<file path="config.mk">
export PLATFORM = sky130hd
export DESIGN_NAME = divide_operator_seq
export DESIGN_NICKNAME = d
export VERILOG_FILES = /design/src/rtl/divide_operator_seq.sv
export SDC_FILE = /design/constraint.sdc
export NUM_CORES = 1
export LEC_CHECK = 0
export CORE_MARGIN = 2
export CORE_UTILIZATION = 32
export DETAILED_ROUTE_END_ITERATION = 8
export PLACE_DENSITY = 0.53
export RECOVER_POWER = 100
export SLEW_MARGIN = 15
export SYNTH_ARGS = -nofsm -noshare
export SYNTH_HDL_FRONTEND = slang
export SYNTH_SLANG_ARGS = --single-unit
</file>
<file path="constraint.sdc">
create_clock -name clk -period 2.8 [get_ports clk]
set_input_delay 0.56 -clock clk [delete_from_list [all_inputs] [get_ports clk]]
set_output_delay 0.56 -clock clk [all_outputs]
set_load 0.02 [all_outputs]
</file>
<file path="src/rtl/divide_operator_seq.sv">
// Sequential unsigned restoring divider: 2N-bit dividend / N-bit divisor -> 2N-bit quotient, N-bit remainder.
// One quotient bit per cycle behind a valid/ready handshake; divide-by-zero short-circuits to DONE.
module divide_operator_seq #(
  parameter int N = 4
) (
  input  logic           clk,
  input  logic           rst,
  input  logic           in_valid,
  output logic           in_ready,
  input  logic [2*N-1:0] Z,
  input  logic [N-1:0]   B,
  output logic           out_valid,
  input  logic           out_ready,
  output logic [2*N-1:0] Q,
  output logic [N-1:0]   R,
  output logic           div_zero
);

  localparam int CW = $clog2(2*N) + 1;
  localparam logic [CW-1:0] LAST = CW'(2*N-1);

  typedef enum logic [1:0] {
    IDLE = 2'd0,
    RUN  = 2'd1,
    DONE = 2'd2
  } state_t;

  state_t          state_q;
  logic [2*N-1:0]  dq_q;
  logic [2*N-1:0]  dq_d;
  logic [N-1:0]    div_q;
  logic [N:0]      rem_q;
  logic [N:0]      rem_d;
  logic [N:0]      rem_sh;
  logic [CW-1:0]   cnt_q;

  // One restoring step: dividend bits leave dq at the top while quotient bits enter at the bottom.
  always_comb begin
    rem_sh = {rem_q[N-1:0], dq_q[2*N-1]};
    rem_d  = rem_sh;
    dq_d   = {dq_q[2*N-2:0], 1'b0};
    if (rem_sh >= {1'b0, div_q}) begin
      rem_d = rem_sh - {1'b0, div_q};
      dq_d  = {dq_q[2*N-2:0], 1'b1};
    end else begin
      rem_d = rem_sh;
      dq_d  = {dq_q[2*N-2:0], 1'b0};
    end
  end

  // Control FSM with registered handshake and result outputs.
  always_ff @(posedge clk) begin
    if (rst) begin
      state_q   <= IDLE;
      in_ready  <= 1'b1;
      out_valid <= 1'b0;
      Q         <= {(2*N){1'b0}};
      R         <= {N{1'b0}};
      div_zero  <= 1'b0;
      dq_q      <= {(2*N){1'b0}};
      div_q     <= {N{1'b0}};
      rem_q     <= {(N+1){1'b0}};
      cnt_q     <= {CW{1'b0}};
    end else begin
      case (state_q)
        IDLE: begin
          if (in_valid) begin
            dq_q     <= Z;
            div_q    <= B;
            rem_q    <= {(N+1){1'b0}};
            cnt_q    <= {CW{1'b0}};
            in_ready <= 1'b0;
            if (B != {N{1'b0}}) begin
              state_q <= RUN;
            end else begin
              state_q   <= DONE;
              Q         <= {(2*N){1'b1}};
              R         <= {N{1'b0}};
              div_zero  <= 1'b1;
              out_valid <= 1'b1;
            end
          end else begin
            in_ready <= 1'b1;
          end
        end
        RUN: begin
          dq_q  <= dq_d;
          rem_q <= rem_d;
          cnt_q <= cnt_q + CW'(1);
          // The remainder is always below the divisor after a step, so its top bit is zero.
          if (cnt_q == LAST) begin
            state_q   <= DONE;
            Q         <= dq_d;
            R         <= rem_d[N-1:0];
            div_zero  <= 1'b0;
            out_valid <= 1'b1;
          end else begin
            state_q <= RUN;
          end
        end
        DONE: begin
          if (out_ready) begin
            state_q   <= IDLE;
            out_valid <= 1'b0;
            in_ready  <= 1'b1;
          end else begin
            state_q <= DONE;
          end
        end
        default: begin
          state_q   <= IDLE;
          in_ready  <= 1'b1;
          out_valid <= 1'b0;
        end
      endcase
    end
  end

endmodule
</file>
==> results of run 1 <==
cell families (layout without fill, tap and decap cells):
kind of cell,Yosys count,count (layout),synth area share
flops,37,37,0.3921
simple gates,84,84,0.2364
xor+xnor,2,2,0.009273
fa+ha+maj,6,6,0.04371
mux,5,5,0.02914
buf+inv,22,50,0.06159
compound gates,51,51,0.2278
power groups by stage:
stage	combinational [mW]	sequential, mW	clock [mW]
after CTS	0.233	0.574	0.565
after floorplan	0.167	0.583	0
after detailed placement	0.232	0.587	0
final	0.218	0.573	0.552
after global placement	0.232	0.587	0
after global routing	0.244	0.576	0.591
worst max-delay path by stage:
stage / to / startpoint / slack (ns)
detailed placement: R[1] / in_valid / 0.47
floorplan: R[2] / dq_q[7] / 0.91
global placement: R[1] / in_valid / 0.52
finish: R[1] / in_valid / 0.49
global route: R[1] / in_valid / 0.29
CTS: R[2] / dq_q[7] / 0.68
registers in the layout, indices dropped and copies added, names as in the netlist:
register and count:
out_valid 1, Q 8, state_q 2, rem_q 4, in_ready 1, cnt_q 4, R 4, div_zero 1
div_q 4, dq_q 8
metal layers:
metal,up-vias,global-route usage,share of wire
li1,784,-,-
met2,22,0.2190,0.47
met3,7,0.02667,0.026
met1,701,0.1937,0.49
met4,0,0.05593,0.017
met5,-,0,0
worst reg2reg max path: cells and delay by family, from the launching register on:
family / cells / cell delay, ns
AOI/OAI and AO/OA: 3 / 0.76
adders and majority gates: 1 / 0.30
buffers and inverters: 1 / 0.07
DFF: 1 / 0.39
muxes: 1 / 0.36
and+or+nand+nor: 1 / 0.20
area by class of cell:
class / instances / area share
Clock buffer: 5 / 0.02992
Clock inverter: 3 / 0.02829
Inverter: 8 / 0.01306
Multi-Input combinational cell: 148 / 0.4255
Sequential cell: 37 / 0.3221
Tap cell: 72 / 0.03917
Timing Repair Buffer: 34 / 0.1420
per-stage QoR:
stage	total power [mW]	hold slack, ns	util	instances	setup slack (ns)
floorplan	0.7499	0.4397	-	207	0.9101
global placement	0.8192	0.4536	0.3965	299	0.5197
global route	1.412	0.4796	0.4101	307	0.2883
finish	1.343	0.4554	0.4101	307	0.4932
CTS	1.373	0.4643	0.4203	307	0.6818
detailed placement	0.8184	0.4528	0.3965	299	0.4721
placed cells by master, fill, tap and decap left out, types with 2 or more instances in the layout:
| cell type | synthesis | final |
|---|---|---|
| o32ai_1 | 1 | 2 |
| a21oi_1 | 10 | 11 |
| a21oi_2 | 6 | 5 |
| a31oi_1 | 3 | 3 |
| buf_4 | 1 | 3 |
| a311oi_1 | 9 | 9 |
| ha_1 | 5 | 5 |
| o22ai_1 | 2 | 2 |
| clkdlybuf4s50_1 | 0 | 13 |
| nor2b_1 | 3 | 3 |
| nand2b_1 | 7 | 8 |
| nand2_1 | 25 | 26 |
| mux2i_1 | 4 | 4 |
| dlygate4sd3_1 | 0 | 17 |
| bufinv_16 | 0 | 2 |
| nor2_1 | 22 | 23 |
| clkbuf_8 | 0 | 5 |
| inv_1 | 8 | 8 |
| o21ai_0 | 3 | 7 |
| dfxtp_1 | 37 | 37 |
| nand3_1 | 12 | 12 |
==> metrics.md, run 1 <==
| Metric | Value |
|---|---|
| Status | `complete, no violations` |
| Post-synth EDFFs | `0` |
| Syn. warnings | `0` |
| Worst Path Arrival | `2.51 ns` |
| Die height | `80.84 um` |
| Worst slew pin tran | `0.8561 ns` |
| Register Area | `740.7 sq um` |
| Diodes inserted | `0` |
| Sequential share of power | `0.426` |
| Die W | `80.84 um` |
| Period utilisation layout | `0.8239` |
| Initial antenna violation count | `0` |
| Setup TNS Final | `0 ns` |
| Stages on the worst setup path | `6` |
| First-pass GRT wire length | `7100 um` |
| Crit path required time | `3.00 ns` |
| Area contributors post-synth | `dfxtp_1 39%, nand2_1 5.0%, nor2_1 4.4%` |
| Most instantiated cells after synthesis | `37 x dfxtp_1, 25 x nand2_1, 22 x nor2_1` |
| Worst clock skew | `0.006080 ns` |
| CP Buf/Inv Count | `1` |
| Per-cell routed wire length | `13.80 um` |
| Number of distinct library cells after synthesis | `50` |
| GPL Wtd Cong | `0.7483` |
| Fmax achieved | `0.4335 GHz` |
| Post-cts resize count | `0` |
| VDD IR-drop max | `0.2648 mV` |
| Leading area contributor after synthesis | `dfxtp_1` |
| TritonRoute pass-1 iters | `4` |
| Yosys top cell area share | `0.3921` |
| Worst R2R Path Depth | `7` |
| Top-count cell post-synth | `dfxtp_1` |
| Final setup vio count | `0` |
| Vias in the first global route | `1446` |
| Clk sinks | `37` |
| Fillcell total | `616` |
| Residual DRC count | `0` |
| Register-to-register setup slack | `0.66 ns` |
| Slowest Stage Delay on Critical Path | `0.57 ns` |
| Primary FF master, synth | `dfxtp_1` |
| Critical R2R Launch | `dq_q[7]` |
| Routed vias/inst | `4.932` |
| Comb power frac | `0.163` |
| Reg2reg end | `R[2]` |
| Iteration-0 DRC Markers | `111` |
| Antenna Nets Post-Route | `0` |
| Static leakage | `0.8738 nW` |
| Total track usage | `0.1413` |
| TritonCTS clock tree | `yes` |
| # H-tree levels | `2` |
| Std-Cell Rows | `27` |
| Final count of hold timing violations | `0` |
| Die Area | `6535 sq um` |
| Total grt overflow | `0` |
| Inserted Clock Buffers | `5` |
| Clock Pin Slew Worst Setup and Hold Paths | `0.08 ns` |
| Endpoint, Worst Hold | `div_zero` |
| Relative slew margins | `0.4293` |
| Syn Nets | `229` |
| #FFs+latches synth | `37` |
| Root buffer cell | `clkbuf_8` |
| Register area share after synthesis | `0.3921` |
| Largest net degree at the start of global routing | `21` |
| Hold WC Path Type | `register to register` |
| IO Pins | `31` |
| Initial core utilization | `0.3369` |
| Netlist Area Pre-Place | `1889 sq um` |
| Area of the multi-input gates | `978.4 sq um` |
| Postcts setup bufs | `0` |
| RSZ-0062 raised after global routing | `false` |
| Synth Area per Inst | `9.127 sq um` |
| CTS Hold Bufs | `0` |
| Share of layout cells above drive strength 1 | `0.1149` |
| Placed Area | `2223 sq um` |
| Worst Path Max Fanout | `15` |
| Worst hold start | `div_zero` |
| Cell Pwr Density | `584.1 nW/um^2` |
| I/O Buffers | `30` |
| Sw frac | `0.2541` |
| Startpoint types | `input pin` |
| Minimum clock period | `2.307 ns` |
| Final WL | `4238 um` |
| Vias | `1514` |
| Worst Setup End Kind | `register` |
| Sw Pwr | `341.3 uW` |
| Max clock buf depth | `2` |
| Clk Latency, worst-skew pair | `0.29 ns` |
| Kind of critical path | `input pin to register` |
| Slowest CP cell | `dlygate4sd3_1` |
| Fin. max-slew vios | `0` |
| Cell internal pwr | `1.002 mW` |
| MaxCap Viol Count | `0` |
| Cell chain of the critical path | `dlygate4sd3_1 > nor3b_4 > nand2_1 > nand2_4 > nand2b_1 > o32ai_2` |
| Final #Nets | `256` |
| Clock share of power | `0.411` |
| Finished Cell Area | `2300 sq um` |
| Area Growth Syn to Fin | `21.72%` |
| FFs w/ async S/R, synth | `0` |
| Area of the core | `5608 sq um` |
| Gate count of the mapped netlist | `207` |
| CP top delay family | `simple AND/OR/NAND/NOR gates` |
| Min-Delay Path Depth | `2` |
| Post-DP HPWL | `3006 um` |
Note: power is estimated with default switching activity, not from simulation.
==> inputs of run 2 (changes only) <==
--- a/config.mk
+++ b/config.mk
@@ -8,7 +8,7 @@
 export CORE_MARGIN = 2
 export CORE_UTILIZATION = 32
 export DETAILED_ROUTE_END_ITERATION = 8
-export PLACE_DENSITY = 0.53
+export PLACE_DENSITY = 0.55
 export RECOVER_POWER = 100
 export SLEW_MARGIN = 15
 export SYNTH_ARGS = -nofsm -noshare
==> constraint.sdc (replaced) <==
create_clock -name clk -period 1.9 [get_ports clk]
set_input_delay 0.38 -clock clk [delete_from_list [all_inputs] [get_ports clk]]
set_output_delay 0.38 -clock clk [all_outputs]
set_load 0.02 [all_outputs]
==> run 2 against run 1 <==
  * Clock skew is essentially flat
  * Sequential cell count is the same
  * Routed wire length grew 4.9%
  * Utilization grew 4.3 points
  * First-iteration DRC count shrank 9.0%
  * Worst setup slack lost 0.41 ns
  * Largest cell class unchanged
  * Highest routed layer unchanged
==> metrics.md, run 2 (same netlist as run 1, synthesis figures left out) <==
| Metric | Value |
|---|---|
| Share of layout cells above drive strength 1 | `0.2619` |
| Clock Pin Slew Worst Setup and Hold Paths | `0.07 ns` |
| Comb power frac | `0.220` |
| Residual DRC count | `0` |
| TritonCTS clock tree | `yes` |
| Worst clock skew | `0.006526 ns` |
| GPL Wtd Cong | `0.7900` |
| Kind of critical path | `register to register` |
| MaxCap Viol Count | `0` |
| First-pass GRT wire length | `7355 um` |
| Non-filler instance count after layout | `324` |
| Cell chain of the critical path | `ha_4 > or2_4 > a2111oi_4 > a21o_4 > buf_6 > a221oi_4 > o32ai_2` |
| Status | `complete, no violations` |
| Final setup vio count | `0` |
| Static leakage | `0.9528 nW` |
| Final #Nets | `274` |
| Cell Pwr Density | `762.1 nW/um^2` |
| Post-Place Cells | `312` |
| Max clock buf depth | `2` |
| Die W | `80.84 um` |
| Register Area | `745.7 sq um` |
| Min-Delay Path Depth | `2` |
| Startpoint types | `register` |
| Relative slew margins | `0.6903` |
| Period utilisation layout | `0.9575` |
| RSZ-0062 raised after global routing | `true` |
| Top flop regs | `Q (8), dq_q (8)` |
| Crit path required time | `2.10 ns` |
| Most frequent cells in the layout | `33 x dfxtp_1, 30 x clkdlybuf4s50_1, 25 x nand2_1, 22 x nor2_1, 20 x buf_4` |
| TritonRoute pass-1 iters | `6` |
| Area of the core | `5608 sq um` |
| Placed Area | `2333 sq um` |
| Vias in the first global route | `1553` |
| Finished Cell Area | `2541 sq um` |
| VDD IR-drop max | `0.2735 mV` |
| Fin. max-slew vios | `0` |
| Std-Cell Rows | `27` |
| Per-cell routed wire length | `13.72 um` |
| Worst R2R Path Depth | `7` |
| Sw Pwr | `526.7 uW` |
| I/O Buffers | `30` |
| IO Pins | `31` |
| Hold WC Path Type | `register to register` |
| Sequential share of power | `0.438` |
| Inserted Clock Buffers | `5` |
| Clock share of power | `0.342` |
| Worst slew pin tran | `0.4603 ns` |
| Most common cell after layout, fill and taps aside | `dfxtp_1` |
| Root buffer cell | `clkbuf_8` |
| Total track usage | `0.1462` |
| Final count of hold timing violations | `0` |
| Hold WS | `0.4550 ns` |
| Worst Path Arrival | `2.02 ns` |
| Slowest CP cell | `a2111oi_4` |
| Slowest Stage Delay on Critical Path | `0.38 ns` |
| Largest net degree at the start of global routing | `19` |
| Die height | `80.84 um` |
| Initial antenna violation count | `0` |
| Diodes inserted | `0` |
| Routed vias/inst | `4.988` |
| Sw frac | `0.2720` |
| Die Area | `6535 sq um` |
| Final Util | `0.4531` |
| Fmax achieved | `0.5497 GHz` |
| Area of the multi-input gates | `1090 sq um` |
| Minimum clock period | `1.819 ns` |
| Post-DP HPWL | `3166 um` |
| Final WL | `4446 um` |
| Fillcell total | `542` |
| # H-tree levels | `2` |
| Clk Latency, worst-skew pair | `0.29 ns` |
| Iteration-0 DRC Markers | `101` |
| Worst Setup End Kind | `register` |
| Total grt overflow | `0` |
| Area Growth Syn to Fin | `34.50%` |
| Worst Path Max Fanout | `4` |
| Initial core utilization | `0.3369` |
| Antenna Nets Post-Route | `0` |
| Vias | `1616` |
| Clk sinks | `37` |
| Cell internal pwr | `1.410 mW` |
[run 2: cell count changes in the layout (fill, tap and decap cells not counted), sizes merged]
cell	previous run	this run
buf	3	22
bufinv	2	1
clkbuf	6	5
clkdlybuf4s50	13	30
dlygate4sd3	17	0
[run 2: critical path: cells and delay by family, from the launching register on]
family	cells	cell delay (ns)
AOI/OAI and AO/OA	4	0.86
adders and majority gates	1	0.17
buffers and inverters	1	0.10
DFF	1	0.35
and+or+nand+nor	1	0.25
[run 2: repair_timing]
item                                    in CTS  in global routing
endpoints found under the setup margin       2                  7
pin swaps                                    1                  6
resized for setup                            0                 13
setup buffers                                0                  5
hold buffers                                 0                  0
[run 2: per-stage QoR]
stage                     setup WS (ns)  setup TNS (ns)  power, mW
after floorplan                 0.01009               0      1.105
after global placement          0.01129               0      1.235
after detailed placement     -0.0003997      -0.0003997      1.236
after CTS                       0.02313               0      1.898
after global routing           -0.04013        -0.04328      2.039
final                           0.08072               0      1.937
[run 2: layout make-up]
| type | count | share of cell area |
|---|---|---|
| flip-flops and latches | 37 | 0.2935 |
| clock buffers | 5 | 0.02708 |
| multi-input cells | 148 | 0.4289 |
| clock inverters | 2 | 0.01379 |
| inverters | 8 | 0.01182 |
| well taps | 72 | 0.03545 |
| repair buffers | 52 | 0.1896 |
[run 2: power by group through the flow]
stage / Clock, mW / Sequential, mW / Combinational (mW)
finish: 0.662 / 0.848 / 0.426
global route: 0.716 / 0.856 / 0.467
CTS: 0.678 / 0.845 / 0.375
detailed placement: 0 / 0.864 / 0.373
global placement: 0 / 0.863 / 0.372
floorplan: 0 / 0.859 / 0.246
[run 2: final timing paths]
kind,slack [ns],from,endpoint
max reg2reg,0.08,rem_q[2],R[3]
min,0.46,div_zero,div_zero
max,0.08,rem_q[2],R[3]
min reg2reg,0.46,div_zero,div_zero
[run 2: routing by layer]
metal / wire length, um / GRT usage
met1: 2197 / 0.1928
met2: 2038 / 0.2314
met3: 149 / 0.02889
met4: 61 / 0.06441
met5: 0 / 0
